==> src/rtl/gcl_scheduler.sv <==
// Gate-control-list scheduler: walks a 32-entry GCL RAM, presenting one 8-bit
// gate vector per time slot and prefetching the next entry inside each slot.
module gcl_scheduler #(
  parameter PLATFORM = "xilinx"
) (
  input  logic         clk,
  input  logic         rst_n,
  input  logic         in_update_finish,
  input  logic         in_test_stop,
  input  logic [19:0]  in_time_slot_cycle,
  output logic         out_gcl_rd,
  output logic [4:0]   out_gcl_addr,
  input  logic [127:0] in_gcl_rdata,
  output logic [7:0]   out_gate_ctrl,
  output logic [4:0]   out_slot_idx,
  output logic         out_slot_start
);

  typedef enum logic [1:0] {IDLE, FETCH0, FILL0, RUN} state_t;

  state_t      state_q, state_d;
  logic [19:0] cnt_q, cnt_d;
  logic [19:0] eff_q, eff_d;
  logic [7:0]  shadow_q, shadow_d;
  logic [7:0]  gate_q, gate_d;
  logic [4:0]  idx_q, idx_d;
  logic [4:0]  addr_q, addr_d;
  logic        rd_q, rd_d;
  logic        ss_q, ss_d;
  logic [19:0] eff_in;

  // Only the low byte of a GCL word carries gate bits; the vendor tag is informational.
  logic unused_ok;
  assign unused_ok = ^{in_gcl_rdata[127:8], (PLATFORM == "xilinx")};

  // Slots shorter than 4 cycles cannot fit the read/capture/load sequence.
  assign eff_in = (in_time_slot_cycle < 20'd4) ? 20'd4 : in_time_slot_cycle;

  always_comb begin
    state_d  = state_q;
    cnt_d    = cnt_q;
    eff_d    = eff_q;
    shadow_d = shadow_q;
    gate_d   = gate_q;
    idx_d    = idx_q;
    addr_d   = addr_q;
    rd_d     = 1'b0;
    ss_d     = 1'b0;
    if (in_test_stop) begin
      state_d = IDLE;
      gate_d  = 8'h00;
      cnt_d   = 20'd0;
    end else if (in_update_finish) begin
      // Restart from entry 0 from any state; gates hold until entry 0 lands.
      state_d = FETCH0;
      rd_d    = 1'b1;
      addr_d  = 5'd0;
      cnt_d   = 20'd0;
    end else begin
      case (state_q)
        IDLE: cnt_d = 20'd0;
        FETCH0: state_d = FILL0;
        FILL0: begin
          shadow_d = in_gcl_rdata[7:0];
          gate_d   = shadow_d;
          idx_d    = 5'd0;
          ss_d     = 1'b1;
          cnt_d    = 20'd0;
          eff_d    = eff_in;
          state_d  = RUN;
        end
        RUN: begin
          cnt_d = cnt_q + 20'd1;
          if (cnt_q == eff_q - 20'd3) begin
            rd_d   = 1'b1;
            addr_d = idx_q + 5'd1;
          end
          // Prefetched word is on the bus in the last cycle of the slot.
          if (cnt_q == eff_q - 20'd1) begin
            shadow_d = in_gcl_rdata[7:0];
            gate_d   = shadow_d;
            idx_d    = idx_q + 5'd1;
            ss_d     = 1'b1;
            cnt_d    = 20'd0;
            eff_d    = eff_in;
          end
        end
        default: state_d = IDLE;
      endcase
    end
  end

  always_ff @(posedge clk or negedge rst_n) begin
    if (!rst_n) begin
      state_q  <= IDLE;
      cnt_q    <= 20'd0;
      eff_q    <= 20'd4;
      shadow_q <= 8'h00;
      gate_q   <= 8'h00;
      idx_q    <= 5'd0;
      addr_q   <= 5'd0;
      rd_q     <= 1'b0;
      ss_q     <= 1'b0;
    end else begin
      state_q  <= state_d;
      cnt_q    <= cnt_d;
      eff_q    <= eff_d;
      shadow_q <= shadow_d;
      gate_q   <= gate_d;
      idx_q    <= idx_d;
      addr_q   <= addr_d;
      rd_q     <= rd_d;
      ss_q     <= ss_d;
    end
  end

  assign out_gcl_rd     = rd_q;
  assign out_gcl_addr   = addr_q;
  assign out_gate_ctrl  = gate_q;
  assign out_slot_idx   = idx_q;
  assign out_slot_start = ss_q;

endmodule

==> config.mk <==
export PLATFORM = sky130hd
export DESIGN_NAME = gcl_scheduler
export DESIGN_NICKNAME = d
export VERILOG_FILES = /design/src/rtl/gcl_scheduler.sv
export SDC_FILE = /design/constraint.sdc
export NUM_CORES = 1
export LEC_CHECK = 0
export BUFFER_PORTS_ARGS = -buffer_cell sky130_fd_sc_hd__buf_2
export CORE_MARGIN = 3
export CORE_UTILIZATION = 35
export CTS_CLUSTER_DIAMETER = 80
export DETAILED_ROUTE_END_ITERATION = 10
export HOLD_SLACK_MARGIN = 0.02
export MAX_ROUTING_LAYER = met4
export PLACE_DENSITY_LB_ADDON = 0.05
export SLEW_MARGIN = 20
export SYNTH_ARGS = -nofsm -noshare
export SYNTH_HDL_FRONTEND = slang
export SYNTH_SLANG_ARGS = --single-unit
==> constraint.sdc <==
create_clock -name clk -period 5.9 [get_ports clk]
set_input_delay 0.295 -clock clk [delete_from_list [all_inputs] [get_ports clk]]
set_output_delay 0.295 -clock clk [all_outputs]
set_load 0.05 [all_outputs]
### Word-level counts from Yosys, hierarchy flattened

Index checks and enable logic that the tools add are counted.

* mux-type cells: 27
* reduce and logical (&&, ||, !) cells: 11
* bitwise logic cells: 2
* $lt $le $gt $ge: 1
* add/subtract/negate cells: 4
* equal/unequal tests: 8

Operator list (number)
* 20-bit two-way mux: 5
* 20-bit case mux with 2 select lines: 2
* 20-bit == test: 2
* 8-bit two-way mux: 3
* 20-bit by 1-bit adder with 20-bit output (second input constant): 1
* 20-bit by 3-bit less-than comparator with 1-bit output (second input constant): 1
* 5-bit two-way mux: 4
* 20-bit by 1-bit subtractor with 20-bit output (second input constant): 1
* 20-bit by 2-bit subtractor with 20-bit output (second input constant): 1
* 8-bit case mux with 2 select lines: 1
* 5-bit case mux with 2 select lines: 1
* 4-bit nonzero test: 2
* 1-bit two-way mux: 7
* 3-bit AND reduction: 2
* 2-bit nonzero test: 3
* 5-bit by 1-bit adder with 5-bit output (second input constant): 1
* 2-bit == test (second input constant): 2
* 2-bit two-way mux: 2
* 2-bit case mux with 2 select lines: 1
* 4-bit AND reduction: 1
* 3-bit inequality test (second input constant): 1
* 3-bit nonzero test: 1
* 2-bit by 1-bit == test with 1-bit output (second input constant): 1
* 2-bit zero test: 1
* other kinds (5): 6

* output and inout bits: 20
* register bits: 62
* word-level logic and storage cells: 61
* input bits: 152

### Depth between registers and ports, before layout

Gate-level depths: netlist of run 1.

* depth in word-level cells: 6
* gate-level depth with buffers: 12
* gate-level depth less buffers: 9

### Least setup slack after synthesis of run 1

OpenSTA, ideal clock, no wires.

* kind: register to register
* from: register eff_q[0]
* to: register gate_q[0], in the netlist out_gate_ctrl[0]
* path slack: 3.123 ns
* data arrival time: 2.651 ns
* cell stages (with the launch flop): 11
* required time: 5.774 ns
* cell sequence: dfrtp_1 -> clkbuf_1 -> inv_1 -> ha_1 -> xor2_1 -> o21ai_0 -> nor4_1 -> nand3_1 -> nor4_4 -> nor3_1 -> a221o_1

* cells in the longest elaborated chain, start to end: 4

RTL lines
* start, declared: line 23 `logic [19:0] eff_q, eff_d;`
* start signal, assigned: line 97 `eff_q <= 20'd4;`
* start signal, assigned: line 107 `eff_q <= eff_d;`
* 20-bit by 1-bit subtractor with 20-bit output: line 79 `if (cnt_q == eff_q - 20'd1) begin`
* 20-bit == test: line 79
* 3-bit inequality test (no line)
* 3-bit AND reduction (no line)
* end signal, assigned: line 109 `gate_q <= gate_d;`
* end, declared: line 25 `logic [7:0] gate_q, gate_d;`

Every way passes these cells.
A chain may end at the register's enable or synchronous reset.

### Worst setup path after layout of run 1

* from: register eff_q[3]
* to: register eff_q[2]

* cells in the longest elaborated chain, start to end: 4

RTL lines (line)
* 20-bit by 1-bit subtractor with 20-bit output: 79
* 20-bit == test: 79
* 2-bit inequality test (no line)
* 4-bit AND reduction (no line)

Every way passes these cells.

==> results of run 1 <==
## flip-flops by register name (all words and copies together) (netlist names)
signal	cells
state_q	2
out_slot_start	1
out_gcl_rd	1
out_gcl_addr	5
cnt_q	20
out_slot_idx	5
out_gate_ctrl	8
eff_q	20
## per-layer routing
layer  routed length (um)  part of all wire, %  track usage (%)  up-vias
met3                  911                  5.9            3.815       14
li1                     -                    -                -     2273
met5                    0                    0                -        -
met4                  210                  1.4            6.639        0
met1                 7247                   47            29.73     2380
met2                 7045                   46            33.22      158
## final cells by class
type / count / area (um^2)
Fill cell: 1386 / 8020
Multi-Input combinational cell: 452 / 3037
Sequential cell: 62 / 1553
Timing Repair Buffer: 60 / 322.8
Clock buffer: 16 / 251.5
Tap cell: 176 / 220.2
Inverter: 13 / 48.80
## where the power goes
part,switching [mW],internal [mW],leakage [nW]
clock,0.190,0.285,0.119
combinational,0.0770,0.0368,1.21
sequential,0.00654,0.432,0.739
total,0.274,0.754,2.07
## critical path, cell delays in order, from the launching register on
cell	delay, ps
sky130_fd_sc_hd__dfrtp_1	500
sky130_fd_sc_hd__nor4_4	500
sky130_fd_sc_hd__and4_1	390
sky130_fd_sc_hd__mux2i_1	360
sky130_fd_sc_hd__nand4_1	120
sky130_fd_sc_hd__or4_2	1010
sky130_fd_sc_hd__buf_4	390
sky130_fd_sc_hd__mux2_1	350
sky130_fd_sc_hd__nand2_1	60
## path summary, 6_finish.rpt
check / startpoint / to / slack [ps]
setup / recovery: eff_q[3]$_DFFE_PN0P_ / eff_q[2]$_DFFE_PN1P_ / 2120
hold / removal: rst_n / eff_q[15]$_DFFE_PN0P_ / 140
setup reg to reg: eff_q[3]$_DFFE_PN0P_ / eff_q[2]$_DFFE_PN1P_ / 2120
hold reg to reg: out_gcl_addr[0]$_DFFE_PN0P_ / out_gcl_addr[0]$_DFFE_PN0P_ / 540
max in group asynchronous: rst_n / out_slot_idx[1]$_DFFE_PN0P_ / 5200
min in group clk: in_gcl_rdata[3] / out_gate_ctrl[3]$_DFFE_PN0P_ / 200
## logic make-up after synthesis
group,after synthesis,share of synthesized area [%]
AOI/OAI and AO/OA,142,22.70
xor gates and xnor gates,35,6.292
buffers and inverters,69,6.009
and+or+nand+nor,258,29.20
DFF,62,31.87
adders and majority gates,7,1.798
muxes,10,2.131
## Yosys cell counts, drive strengths merged (8+ instances only)
cell / count / area [um^2]
nand2: 43 / 161.4
dfrtp: 61 / 1526
nand4: 16 / 100.1
xnor2: 24 / 210.2
nor3: 21 / 105.1
nand3: 55 / 280.3
or4: 8 / 67.56
o311ai: 13 / 113.9
xor2: 11 / 96.34
a31oi: 11 / 68.82
o21ai: 14 / 70.07
clkbuf: 39 / 146.4
a221oi: 20 / 175.2
nor2b: 8 / 50.05
buf: 17 / 97.60
a221o: 11 / 110.1
inv: 13 / 48.80
nor2: 33 / 123.9
nor4: 19 / 161.4
o211ai: 25 / 192.7
and3: 25 / 156.4
## stage by stage
| stage | instances | util (%) |
|---|---|---|
| final | 779 | 40.38 |
| after global placement | 763 | 38.51 |
| after CTS | 779 | 40.38 |
| after floorplan | 583 | - |
| after detailed placement | 763 | 38.51 |
| after global routing | 779 | 40.38 |
==> flow_summary.toml, run 1 <==
[status]
outcome = "complete, no violations"

[clock_tree]
cts.path.max_buffers = 2
cts_made_buffers = 9
postCtsSetupBuffers = 0
clkSinkCount = 62
cts_root_buf = "sky130_fd_sc_hd__clkbuf_16"
post_cts.resized_instances = 0
tritoncts = "yes"
post_cts_hold_buffer_count = 0
h-tree-depth = 3
clk-insertion-delay-late_ps = 340
clock_pin_slew_of_the_registers_on_the_worst_case_setup_and_hold_paths_ps = 50

[synthesis]
syn-num-nets = 742
postSynthCellCount = 583
synth-edff-count = 0
synth.yosys.warnings = 0
yosysSeqAreaShare_pct = 31.87
netlist-cell-type-count = 65
syn-mean-instance-area_um2 = 8.357
synth_ff_type = "sky130_fd_sc_hd__dfrtp_1"
async_reset_ff_share_pct = 100.0
post_synthesis_sequential_element_count = 62
synth.cell_area_um2 = 4872

[min_path]
worstHoldPathType = "primary input to async pin"

[global_routing]
grt_antenna_before_repair = 0
first_global_vias = 4635
global_route.overflow_total = 0
first_pass_grt_wire_length_um = 25250
grt_start_max_net_pins = 63
grt_usage_pct = 21.80

[sta]
fin_crit_sh_pct = 64.04
rsz0062_at_grt = "false"
postLayoutSetupSlackWorst_ps = 2122
hold_viol = 0
final_period_minus_worst_setup_slack_ps = 3778
whs_ps = 141.7
setup_viol = 0
final.setup.tns_ps = 0
timing_worst_slew_pin_value_ps = 940.7
drv_slew = 0
slew_headroom_pct = 36.80
fmax_mhz = 264.7
finalClockSkew_ps = 6.291

[floorplanning]
die-area_um2 = 15370
chipHeight_um = 124.0
chipWidth_um = 124.0
io_pins = 172
core_um2 = 13450
initial_core_util_pct = 36.22
rows = 42

[detailed_routing]
routed_via_density = 6.194
total_wire_length_after_detailed_routing_um = 15420
detail-route-antenna-nets = 0
drt_drc = 0
initialDrtViolationCount = 448
firstDrtPassIters = 8
route.vias.total = 4825
route.detailed.wl_per_inst_um = 19.79

[placed_design]
portBuffers = 51
placed_area_um2 = 5181
gp_routability_congestion = 0.9116
post-dp-hpwl_um = 10560
detailedPlace.worstSlack_ps = 2157

[setup_path]
arrival_ps = 4060
required_ps = 6180
setup.worst_path.class = "register to register"
worstSetupStartpointType = "register"
r2r.worst_path.cells = 8
end_kind = "register"
cp_max_fo = 39

[final_layout]
area_growth_syn_to_layout_pct = 11.50
antenna_cells = 0
commonest_non_fill_non_tap_cells_in_the_layout = "61 x sky130_fd_sc_hd__dfrtp_1, 54 x sky130_fd_sc_hd__nand3_1, 51 x sky130_fd_sc_hd__buf_2"
layout_commonest_cell = "sky130_fd_sc_hd__dfrtp_1"
final_layout_size_suffix_gt1_share_pct = 15.09
final_nets = 757
finalInstanceArea_um2 = 5433

[run]
maxCapViolations = 0

[power]
cellLeakagePower_nw = 2.066
p_total_mw = 1.028
irDropWorstVdd_mv = 0.1241
power-per-cell-area_nw_per_um2 = 189.2
Note: power is estimated with default switching activity, not from simulation.
==> run 2: changes to the inputs <==
- clock period: 5.9 -> 3.7 ns (I/O delays scaled with it)
==> flow_summary.toml, run 2 (same netlist as run 1, synthesis figures left out) <==
[status]
outcome = "complete, no violations"

[clock_tree]
cts_root_buf = "sky130_fd_sc_hd__clkbuf_16"
postCtsSetupBuffers = 0
post_cts.resized_instances = 0
tritoncts = "yes"
clkSinkCount = 62
cts.path.max_buffers = 2
h-tree-depth = 3
clk-insertion-delay-late_ps = 350
cts_made_buffers = 9
clock_pin_slew_of_the_registers_on_the_worst_case_setup_and_hold_paths_ps = 50

[detailed_routing]
detail-route-antenna-nets = 0
route.detailed.wl_per_inst_um = 19.96
initialDrtViolationCount = 364
routed_via_density = 6.038
firstDrtPassIters = 5
route.vias.total = 4806
total_wire_length_after_detailed_routing_um = 15890
drt_drc = 0

[setup_path]
arrival_ps = 3690
setup.worst_path.class = "register to register"
slowest_stage = "sky130_fd_sc_hd__or4_2"
slowest_delay_ps = 820
worstSetupStartpoint = "eff_q[3]$_DFFE_PN0P_"
required_ps = 3980
worst_r2r_startpoint = "eff_q[3]$_DFFE_PN0P_"
timing.critical_path.cells = "nor4_4 -> nand3_2 -> o41ai_1 -> nand4_1 -> or4_2 -> buf_12 -> mux2_1 -> nand2_1"
worstSetupStartpointType = "register"
cp_max_fo = 39
end_kind = "register"

[final_layout]
layout_commonest_cell = "sky130_fd_sc_hd__dfrtp_1"
area_growth_syn_to_layout_pct = 16.69
seq_area_um2 = 1553
commonest_non_fill_non_tap_cells_in_the_layout = "61 x sky130_fd_sc_hd__dfrtp_1, 54 x sky130_fd_sc_hd__nand3_1, 51 x sky130_fd_sc_hd__buf_2"
multiInputGateArea_um2 = 3037
final_nets = 773
final_layout_size_suffix_gt1_share_pct = 18.26
nFillCells = 1389

[global_routing]
grt_start_max_net_pins = 40
first_pass_grt_wire_length_um = 25720
grt_usage_pct = 22.34
grt_antenna_before_repair = 1
first_global_vias = 4697
global_route.overflow_total = 0

[sta]
fin_crit_sh_pct = 92.08
timing_worst_slew_pin_value_ps = 964.9
setup_viol = 0
finalClockSkew_ps = 5.822
rsz0062_at_grt = "false"
final_period_minus_worst_setup_slack_ps = 3407
hold_viol = 0
final.setup.tns_ps = 0
slew_headroom_pct = 35.18
drv_slew = 0
fmax_mhz = 293.5
postLayoutSetupSlackWorst_ps = 293.0
whs_ps = 79.62

[min_path]
hold_start = "in_gcl_rdata[3]"
worstHoldPathType = "primary input to register"

[run]
maxCapViolations = 0

[floorplanning]
initial_core_util_pct = 36.22
chipWidth_um = 124.0
rows = 42
chipHeight_um = 124.0
io_pins = 172
die-area_um2 = 15370
core_um2 = 13450

[placed_design]
portBuffers = 51
gp_routability_congestion = 0.8820
detailedPlace.worstSlack_ps = 311.8
post-dp-hpwl_um = 11190

[power]
irDropWorstVdd_mv = 0.1945
power-per-cell-area_nw_per_um2 = 331.9
cellLeakagePower_nw = 2.208
run 2: cell types whose count changed in the layout (fill, tap and decap cells not counted), sizes merged:
cell	previous run	this run
buf	60	75
bufinv	0	2
clkbuf	16	14
diode	0	1
dlygate4sd3	0	1
run 2: what timing repair did:
| action | 4_1_cts | 5_1_grt |
|---|---|---|
| hold buffers | 1 | 0 |
| endpoints found under the hold margin | 30 | 0 |
| setup endpoints to repair | 0 | 0 |
run 2: cell type report:
class / count / area share (%)
Timing Repair Buffer: 76 / 8.275
Sequential cell: 62 / 27.31
Antenna cell: 1 / 0.04401
Multi-Input combinational cell: 452 / 53.41
Clock buffer: 14 / 5.172
Tap cell: 176 / 3.873
Clock inverter: 2 / 1.056
Inverter: 13 / 0.8583
run 2: final timing paths:
| path | depth (start not counted) | endpoint | slack (ps) |
|---|---|---|---|
| min | 2 | out_gate_ctrl[3]$_DFFE_PN0P_ | 80 |
| max | 8 | eff_q[2]$_DFFE_PN1P_ | 290 |
| min in group asynchronous | 2 | eff_q[9]$_DFFE_PN0P_ | 450 |
| min reg2reg | 2 | out_gcl_addr[0]$_DFFE_PN0P_ | 530 |
| max in group asynchronous | 3 | eff_q[2]$_DFFE_PN1P_ | 2280 |
| max reg2reg | 8 | eff_q[2]$_DFFE_PN1P_ | 290 |
run 2: per-stage QoR:
stage	area [um^2]	power, mW	cells	utilization [%]
after global routing	5685	1.952	796	42.26
after global placement	5319	0.8925	778	39.54
after CTS	5683	1.909	795	42.24
final	5685	1.887	796	42.26
after floorplan	4872	0.8192	583	-
after detailed placement	5319	0.8951	778	39.54
run 2: power breakdown:
part	switching (mW)	leakage (nW)	internal [mW]
clock	0.321	0.175	0.682
combinational	0.125	1.29	0.0605
sequential	0.00994	0.739	0.688
total	0.456	2.21	1.43
run 2: critical path, delay by kind of cell, from the launching register on:
| kind | cells | cell delay (ps) |
|---|---|---|
| AND/OR/NAND/NOR | 5 | 1640 |
| AO/OA/AOI/OAI | 1 | 610 |
| flip-flops | 1 | 510 |
| multiplexers | 1 | 320 |
| buffers and inverters | 1 | 240 |
run 2: metal layers:
layer | vias to the layer above | share of wire [%] | routed length (um) | track usage (%)
met5 | - | 0 | 0 | -
met4 | 0 | 2.6 | 415 | 7.803
met3 | 25 | 5.4 | 861 | 5.177
met2 | 143 | 44 | 6929 | 33.09
met1 | 2330 | 48 | 7680 | 30.08
li1 | 2308 | - | - | -
==> run 3: changes to the inputs <==
- clock period: 3.7 -> 3.84 ns (I/O delays scaled with it)
==> flow_summary.toml, run 3 (same netlist as run 1, synthesis figures left out) <==
[global_routing]
grt_usage_pct = 21.98
grt_start_max_net_pins = 43
first_global_vias = 4796
grt_antenna_before_repair = 0
first_pass_grt_wire_length_um = 25590
global_route.overflow_total = 0

[status]
outcome = "complete, no violations"

[run]
maxCapViolations = 0

[final_layout]
antenna_cells = 0
finalInstanceArea_um2 = 5550
final_layout_size_suffix_gt1_share_pct = 17.43
finalCoreUtilization_pct = 41.26
area_growth_syn_to_layout_pct = 13.92
final_cells = 790
layout_commonest_cell = "sky130_fd_sc_hd__dfrtp_1"
final_nets = 768
commonest_non_fill_non_tap_cells_in_the_layout = "61 x sky130_fd_sc_hd__dfrtp_1, 54 x sky130_fd_sc_hd__nand3_1, 51 x sky130_fd_sc_hd__buf_2"

[clock_tree]
clock_pin_slew_of_the_registers_on_the_worst_case_setup_and_hold_paths_ps = 60
clk-insertion-delay-late_ps = 340
clkSinkCount = 62
cts_root_buf = "sky130_fd_sc_hd__clkbuf_16"
h-tree-depth = 3
tritoncts = "yes"
cts_made_buffers = 9
cts.path.max_buffers = 2

[power]
irDropWorstVdd_mv = 0.2034
power-per-cell-area_nw_per_um2 = 289.0
share_comb_of_total_power_pct = 11.0
switching_share_pct = 26.94
power.clock.fraction_pct = 47.1
power_frac_seq_pct = 41.9
net-switching-power_mw = 0.4321
cellLeakagePower_nw = 2.135
power.internal_mw = 1.172

[placed_design]
placed_area_um2 = 5269
portBuffers = 51
gp_routability_congestion = 0.9055
placedCellCount = 773
post-dp-hpwl_um = 11130

[setup_path]
timing.critical_path.cells = "nor4_4 -> nand3_2 -> o41ai_1 -> nand4_1 -> or4_2 -> buf_12 -> mux2_1 -> nand2_1"
critPathTopFamily = "simple AND/OR/NAND/NOR gates"
cp_max_fo = 39
setup.worst_path.class = "register to register"
arrival_ps = 3840
end_kind = "register"
r2r_slack_ps = 280
required_ps = 4120
slowest_stage = "sky130_fd_sc_hd__or4_2"
worstSetupStartpointType = "register"
slowest_delay_ps = 940
cp_num_buf_inv = 1

[min_path]
worstHoldPathType = "primary input to register"

[sta]
final.setup.tns_ps = 0
whs_ps = 96.85
slew_headroom_pct = 33.70
hold_viol = 0
fmax_mhz = 280.6
final_period_minus_worst_setup_slack_ps = 3563
setup_viol = 0
timing_worst_slew_pin_value_ps = 986.8
rsz0062_at_grt = "false"
fin_crit_sh_pct = 92.79
finalClockSkew_ps = 8.452
drv_slew = 0

[floorplanning]
rows = 42
chipHeight_um = 124.0
chipWidth_um = 124.0
initial_core_util_pct = 36.22
core_um2 = 13450
die-area_um2 = 15370
io_pins = 172

[detailed_routing]
total_wire_length_after_detailed_routing_um = 15670
initialDrtViolationCount = 387
routed_via_density = 6.154
detail-route-antenna-nets = 0
drt_drc = 0
firstDrtPassIters = 4
route.vias.total = 4862
route.detailed.wl_per_inst_um = 19.83
run 3: final cells by class:
type                            count  area [um^2]
Clock buffer                       12        246.5
Clock inverter                      4        22.52
Fill cell                        1437         7903
Timing Repair Buffer               71        420.4
Inverter                           13        48.80
Sequential cell                    62         1553
Multi-Input combinational cell    452         3039
Tap cell                          176        220.2
run 3: worst paths after layout:
path	start	to	cells past startpoint
hold reg to reg	out_gcl_addr[0]$_DFFE_PN0P_	out_gcl_addr[0]$_DFFE_PN0P_	2
hold / removal	in_gcl_rdata[6]	out_gate_ctrl[6]$_DFFE_PN0P_	2
setup / recovery	eff_q[3]$_DFFE_PN0P_	eff_q[2]$_DFFE_PN1P_	8
max in group asynchronous	rst_n	eff_q[2]$_DFFE_PN1P_	3
min in group asynchronous	rst_n	eff_q[17]$_DFFE_PN0P_	2
setup reg to reg	eff_q[3]$_DFFE_PN0P_	eff_q[2]$_DFFE_PN1P_	8
run 3: per-layer routing:
layer,GRT usage (%),vias up,share of wire [%]
li1,-,2293,-
met1,29.15,2416,48
met2,33.42,128,45
met3,4.496,25,4.4
met4,7.871,0,2.5
met5,-,-,0
run 3: metrics by stage:
stage               setup WS (ps)  total power, mW
CTS                         228.8            1.629
detailed placement          243.0           0.8613
floorplan                    1063           0.7894
finish                      276.7            1.604
global route                15.59            1.669
global placement            290.4           0.8577
run 3: repair_timing:
action                                 CTS  global route
hold buffers                             1             0
resized for setup                        0             1
setup endpoints to repair                0            10
setup buffers                            0             0
endpoints found under the hold margin   29             0
run 3: power by group through the flow:
stage	Clock, mW	Sequential [mW]	Combinational [mW]
6_report	0.755	0.673	0.177
5_1_grt	0.801	0.674	0.195
4_1_cts	0.777	0.673	0.179
3_5_place_dp	0	0.684	0.178
3_3_place_gp	0	0.684	0.174
2_1_floorplan	0	0.707	0.0823
run 3: worst reg2reg max path, stage by stage (launching register included):
cell and delay (ps):
sky130_fd_sc_hd__dfrtp_1 500, sky130_fd_sc_hd__nor4_4 470, sky130_fd_sc_hd__nand3_2 210, sky130_fd_sc_hd__o41ai_1 570, sky130_fd_sc_hd__nand4_1 130, sky130_fd_sc_hd__or4_2 940, sky130_fd_sc_hd__buf_12 280, sky130_fd_sc_hd__mux2_1 330
sky130_fd_sc_hd__nand2_1 60
